<file path="config.mk">
export PLATFORM = sky130hd
export DESIGN_NAME = vga_ball_renderer
export DESIGN_NICKNAME = d
export VERILOG_FILES = /design/src/rtl/vga_ball_renderer.sv
export SDC_FILE = /design/constraint.sdc
export NUM_CORES = 1
export LEC_CHECK = 0
export BUFFER_PORTS_ARGS = -buffer_cell sky130_fd_sc_hd__buf_2
export CAP_MARGIN = 10
export CORE_MARGIN = 2
export CORE_UTILIZATION = 59
export DETAILED_ROUTE_END_ITERATION = 8
export PLACE_DENSITY = 0.85
export SYNTH_ARGS = -nofsm -noshare
export SYNTH_HDL_FRONTEND = slang
export SYNTH_SLANG_ARGS = --single-unit
</file>
<file path="constraint.sdc">
create_clock -name iVGA_CLK -period 8.2 [get_ports iVGA_CLK]
set_input_delay 0 -clock iVGA_CLK [delete_from_list [all_inputs] [get_ports iVGA_CLK]]
set_output_delay 0 -clock iVGA_CLK [all_outputs]
set_load 0.02 [all_outputs]
</file>
<file path="src/rtl/vga_ball_renderer.sv">
// VGA raster engine: H/V timing counters, sync generation, striped background and a square
// ball that bounces off the screen edges once per frame. All outputs share a 2-clock pipeline.
`timescale 1ns/1ps
module vga_ball_renderer #(
   parameter int unsigned H_ACTIVE   = 640,
   parameter int unsigned H_FP       = 16,
   parameter int unsigned H_SYNC     = 96,
   parameter int unsigned H_BP       = 48,
   parameter int unsigned V_ACTIVE   = 480,
   parameter int unsigned V_FP       = 10,
   parameter int unsigned V_SYNC     = 2,
   parameter int unsigned V_BP       = 33,
   parameter int unsigned SYNC_POL   = 0,
   parameter int unsigned COLOR_BITS = 4,
   parameter int unsigned BALL_SIZE  = 12,
   parameter int unsigned BALL_X0    = 100,
   parameter int unsigned BALL_Y0    = 100,
   parameter int unsigned BALL_DX    = 2,
   parameter int unsigned BALL_DY    = 1
) (
   input  logic                  iVGA_CLK,
   input  logic                  iRST_n,
   input  logic                  iRUN,
   output logic                  oHS,
   output logic                  oVS,
   output logic                  oBLANK_n,
   output logic [COLOR_BITS-1:0] oVGA_R,
   output logic [COLOR_BITS-1:0] oVGA_G,
   output logic [COLOR_BITS-1:0] oVGA_B,
   output logic                  oFRAME
);

   localparam int unsigned H_TOTAL = H_ACTIVE + H_FP + H_SYNC + H_BP;
   localparam int unsigned V_TOTAL = V_ACTIVE + V_FP + V_SYNC + V_BP;
   localparam int unsigned HW      = $clog2(H_TOTAL);
   localparam int unsigned VW      = $clog2(V_TOTAL);
   localparam int unsigned DXW     = $clog2(BALL_DX + 1) + 1;
   localparam int unsigned DYW     = $clog2(BALL_DY + 1) + 1;

   localparam logic          SYNC_ACT  = 1'(SYNC_POL);
   localparam logic [HW:0]   H_ACT_E   = (HW+1)'(H_ACTIVE);
   localparam logic [HW:0]   HS_BEG    = (HW+1)'(H_ACTIVE + H_FP);
   localparam logic [HW:0]   HS_END    = (HW+1)'(H_ACTIVE + H_FP + H_SYNC);
   localparam logic [HW:0]   H_THIRD   = (HW+1)'(H_ACTIVE / 3);
   localparam logic [HW:0]   H_2THIRD  = (HW+1)'((2 * H_ACTIVE) / 3);
   localparam logic [HW:0]   X_MAX     = (HW+1)'(H_ACTIVE - BALL_SIZE);
   localparam logic [HW:0]   BALL_W    = (HW+1)'(BALL_SIZE);
   localparam logic [VW:0]   V_ACT_E   = (VW+1)'(V_ACTIVE);
   localparam logic [VW:0]   VS_BEG    = (VW+1)'(V_ACTIVE + V_FP);
   localparam logic [VW:0]   VS_END    = (VW+1)'(V_ACTIVE + V_FP + V_SYNC);
   localparam logic [VW:0]   Y_MAX     = (VW+1)'(V_ACTIVE - BALL_SIZE);
   localparam logic [VW:0]   BALL_H    = (VW+1)'(BALL_SIZE);

   logic [HW-1:0] hcnt;
   logic [VW-1:0] vcnt;
   logic [HW:0]   hx;
   logic [VW:0]   vy;
   logic          h_last;

   // Raster position counters
   assign h_last = (hcnt == HW'(H_TOTAL - 1));
   assign hx     = {1'b0, hcnt};
   assign vy     = {1'b0, vcnt};

   always_ff @(posedge iVGA_CLK or negedge iRST_n) begin
      if (!iRST_n) begin
         hcnt <= '0;
         vcnt <= '0;
      end else if (h_last) begin
         hcnt <= '0;
         vcnt <= (vcnt == VW'(V_TOTAL - 1)) ? '0 : vcnt + VW'(1);
      end else begin
         hcnt <= hcnt + HW'(1);
      end
   end

   logic [HW-1:0]         bx, bx_n;
   logic [VW-1:0]         by, by_n;
   logic signed [DXW-1:0] dx, dx_n;
   logic signed [DYW-1:0] dy, dy_n;
   logic [HW:0]           bx_ext, dx_mag, bx_sum;
   logic [VW:0]           by_ext, dy_mag, by_sum;
   logic                  tick_c;

   assign bx_ext = {1'b0, bx};
   assign by_ext = {1'b0, by};
   assign tick_c = (hcnt == '0) && (vy == V_ACT_E);

   // Next ball position; compares run one bit wider so the sums cannot wrap
   always_comb begin
      bx_n   = bx;
      dx_n   = dx;
      by_n   = by;
      dy_n   = dy;
      dx_mag = (HW+1)'($unsigned(dx[DXW-1] ? -dx : dx));
      dy_mag = (VW+1)'($unsigned(dy[DYW-1] ? -dy : dy));
      bx_sum = bx_ext + dx_mag;
      by_sum = by_ext + dy_mag;

      if (!dx[DXW-1]) begin
         if (bx_sum >= X_MAX) begin
            bx_n = X_MAX[HW-1:0];
            dx_n = -dx;
         end else begin
            bx_n = bx_sum[HW-1:0];
         end
      end else if (bx_ext <= dx_mag) begin
         bx_n = '0;
         dx_n = -dx;
      end else begin
         bx_n = bx - dx_mag[HW-1:0];
      end

      if (!dy[DYW-1]) begin
         if (by_sum >= Y_MAX) begin
            by_n = Y_MAX[VW-1:0];
            dy_n = -dy;
         end else begin
            by_n = by_sum[VW-1:0];
         end
      end else if (by_ext <= dy_mag) begin
         by_n = '0;
         dy_n = -dy;
      end else begin
         by_n = by - dy_mag[VW-1:0];
      end
   end

   // Ball only moves at the frame tick, which lies in vertical blanking
   always_ff @(posedge iVGA_CLK or negedge iRST_n) begin
      if (!iRST_n) begin
         bx <= HW'(BALL_X0);
         by <= VW'(BALL_Y0);
         dx <= DXW'(BALL_DX);
         dy <= DYW'(BALL_DY);
      end else if (tick_c && iRUN) begin
         bx <= bx_n;
         by <= by_n;
         dx <= dx_n;
         dy <= dy_n;
      end
   end

   logic                  active_c, hs_c, vs_c, hit_c;
   logic [COLOR_BITS-1:0] r_c, g_c, b_c;

   assign active_c = (hx < H_ACT_E) && (vy < V_ACT_E);
   assign hs_c     = (hx >= HS_BEG && hx < HS_END) ? SYNC_ACT : ~SYNC_ACT;
   assign vs_c     = (vy >= VS_BEG && vy < VS_END) ? SYNC_ACT : ~SYNC_ACT;
   assign hit_c    = (hx >= bx_ext) && (hx < bx_ext + BALL_W) &&
                     (vy >= by_ext) && (vy < by_ext + BALL_H);

   // Pixel colour: blank, ball, then blue/green/red thirds
   always_comb begin
      r_c = '0;
      g_c = '0;
      b_c = '0;
      if (active_c) begin
         if (hit_c) begin
            r_c = '1;
            g_c = '1;
            b_c = '1;
         end else if (hx < H_THIRD) begin
            b_c = '1;
         end else if (hx < H_2THIRD) begin
            g_c = '1;
         end else begin
            r_c = '1;
         end
      end
   end

   logic                  active_s1, hs_s1, vs_s1, frame_s1;
   logic [COLOR_BITS-1:0] r_s1, g_s1, b_s1;

   always_ff @(posedge iVGA_CLK or negedge iRST_n) begin
      if (!iRST_n) begin
         active_s1 <= 1'b0;
         hs_s1     <= ~SYNC_ACT;
         vs_s1     <= ~SYNC_ACT;
         frame_s1  <= 1'b0;
         r_s1      <= '0;
         g_s1      <= '0;
         b_s1      <= '0;
      end else begin
         active_s1 <= active_c;
         hs_s1     <= hs_c;
         vs_s1     <= vs_c;
         frame_s1  <= tick_c;
         r_s1      <= r_c;
         g_s1      <= g_c;
         b_s1      <= b_c;
      end
   end

   // Output stage
   always_ff @(posedge iVGA_CLK or negedge iRST_n) begin
      if (!iRST_n) begin
         oBLANK_n <= 1'b0;
         oHS      <= ~SYNC_ACT;
         oVS      <= ~SYNC_ACT;
         oFRAME   <= 1'b0;
         oVGA_R   <= '0;
         oVGA_G   <= '0;
         oVGA_B   <= '0;
      end else begin
         oBLANK_n <= active_s1;
         oHS      <= hs_s1;
         oVS      <= vs_s1;
         oFRAME   <= frame_s1;
         oVGA_R   <= r_s1;
         oVGA_G   <= g_s1;
         oVGA_B   <= b_s1;
      end
   end

endmodule
</file>
==> impl_metrics.toml <==
[worst_setup_path]
cp_max_fo = 28
worst-endpoint-required_ns = 8.39
critPathKind = "reg -> reg"
cp_data_arrival_time_ns = 3.13
cp-end-kind = "flip-flop"
start_kind = "flip-flop"

[power]
power_density_mw_per_mm2 = 97.8
power_mw = 0.445
leakagePower_nw = 1.98
peakVddDrop_v = 0.0000675

[timing]
hold_viol_final = 0
finClkSkew_ns = 0.0123
finalSetupViolCount = 0
tns_ns = 0
timing.fmax_mhz = 340
post-route-period-util_pct = 35.8
fin_hold_ws_ns = 0.339
drv_slew = 0
rsz0062_at_grt = "false"
min_period_ns = 2.94
worstMarginPinSlew_ns = 0.932
maxSlewHeadroom_pct = 37.0

[yosys]
ys_ff_latch = 55
yosysWarningCount = 0
synthArstFlopShare_pct = 100
ys_seq_area_share_pct = 31.4
synth_edf_count = 0
yosys.cell_count.top_type = "ha_1"
synth_top_area_share_pct = 25.4
syn_avg_cell_area_um2 = 8.51
synth_common_cells = "ha_1, dfrtp_1, o21ai_0"
synth_top_flop_cell = "dfrtp_1"
netlist_area_mm2 = 0.00443
synth_area_leaders = "dfrtp_1, ha_1, dfstp_2, o21ai_0, xnor2_1"
synthCells = 520
synth_cell_types = 57
synth_area_leader_cell = "dfrtp_1"
syn_nets = 574

[finish]
n_antenna_cell = 0
design_area_mm2 = 0.00455
drive_gt1_share_pct = 8.61
syn2layout_area_growth_pct = 2.77
nNetsFinal = 564
final_cells = 610

[drt]
vias = 3883
vias_per_cell = 6.37
drt_first_pass_iters = 7
drc = 0
wire_per_inst_um = 17.1
ant_nets = 0
routed_wl_mm = 10.4
drt_iter0_drc = 164

[placed_design]
globalplace.congestion = 0.913
dpl_cell_area_mm2 = 0.00444
port_buffers = 18
place_inst = 601
post-dp-hpwl_mm = 7.62

[run]
drv_cap = 0

[global_routing]
antenna_found_initial = 0
grt-ovfl-total = 0
track_usage_pct = 26.3
grt_max_degree = 56
grt_pass1_wl_mm = 17.8
grt_pass1_vias = 3750

[clock_network]
clk_pin_slew_ns = 0.11
postCtsSetupRepairBufs = 0
root_buffer = "clkbuf_8"
cts_hold_buf = 1
clock_latency_ns = 0.32
cts.sinks = 55
max-clock-path-buffers = 2
cts_buffers = 5
cts_tree = "built"
cts_resized = 0
h-tree-depth = 2

[run_status]
outcome = "complete, no violations"

[floorplan]
die_w_um = 90.6
num_rows = 31
ios = 19
start_util_pct = 61.0
core_mm2 = 0.00725
fp.dieH_um = 90.6
die_area_mm2 = 0.00821

[min_path]
min_path_type = "in -> async"
==> layout make-up <==
class | instances | area (um2)
multi-input combinational | 395 | 2710
fill | 597 | 2700
sequential | 55 | 1390
inverter | 33 | 124
tap | 99 | 124
timing repair buffer | 20 | 108
clock buffer | 6 | 82.6
clock inverter | 2 | 16.3
==> worst paths after layout <==
kind | cells after the start | end | start | slack, ns
min in group iVGA_CLK | 0 | oVGA_G[2]$_DFF_PN0_ | g_s1[2]$_DFF_PN0_ | 0.35
worst max register to register | 7 | bx[8]$_DFFE_PN0P_ | vcnt[5]$_DFFE_PN0N_ | 5.26
worst max-delay path | 7 | bx[8]$_DFFE_PN0P_ | vcnt[5]$_DFFE_PN0N_ | 5.26
worst min-delay path | 3 | hcnt[4]$_DFF_PN0_ | iRST_n | 0.34
worst min register to register | 0 | oVGA_G[2]$_DFF_PN0_ | g_s1[2]$_DFF_PN0_ | 0.35
max in group asynchronous | 3 | hcnt[9]$_DFF_PN0_ | iRST_n | 7.40
==> flip-flops by register name (all words and copies together) (netlist names), 9 cells and up <==
signal / flops
vcnt: 10
hcnt: 10
bx: 9
by: 10
==> per-stage QoR <==
| step | worst slack [ns] | utilization, % |
|---|---|---|
| 2_1_floorplan | 5.63 | - |
| 5_1_grt | 4.97 | 62.7 |
| 3_3_place_gp | 5.44 | 61.2 |
| 4_1_cts | 5.29 | 62.7 |
| 3_5_place_dp | 5.32 | 61.2 |
| 6_report | 5.26 | 62.7 |
==> routing by layer <==
metal	global-route usage (%)	wire [um]	vias to the layer above
met1	35.0	4640	1846
met5	0	0	-
met3	4.51	618	29
met4	10.0	231	0
li1	-	-	1861
met2	42.9	4960	147
==> worst max-delay path: stages (launching register included) <==
cell	delay, ns
dfrtp_1	0.52
nand4_1	0.22
or3_4	0.40
nor4_4	0.36
and2_1	0.80
o21ai_0	0.20
a21oi_1	0.21
o41ai_1	0.09
==> power by group <==
part / internal, mW / switching (mW)
clock network: 0.0693 / 0.0978
logic: 0.000965 / 0.00540
registers: 0.271 / 0
==> cells in the final DEF (no fill, tap or decap), types with 9 or more instances in the layout <==
cell type,instances
dfstp_2,10
dfrtp_1,45
nand3_1,27
o22ai_1,10
ha_1,51
nand4_1,9
a21oi_1,26
nor3_1,15
o21ai_0,43
nand2_1,40
inv_1,31
buf_2,18
nor2_1,29
a31oi_1,13
xnor2_1,22
==> cells by family after synthesis <==
family / count (synthesis) / synth area share, %
adder cells (fa/ha/maj): 51 / 14.4
buffers and inverters: 70 / 7.49
AND/OR/NAND/NOR: 167 / 19.6
XOR/XNOR: 30 / 5.94
flip-flops: 55 / 31.4
multiplexers: 2 / 0.480
AO/OA/AOI/OAI: 145 / 20.7
(Power assumes the default switching activity.)
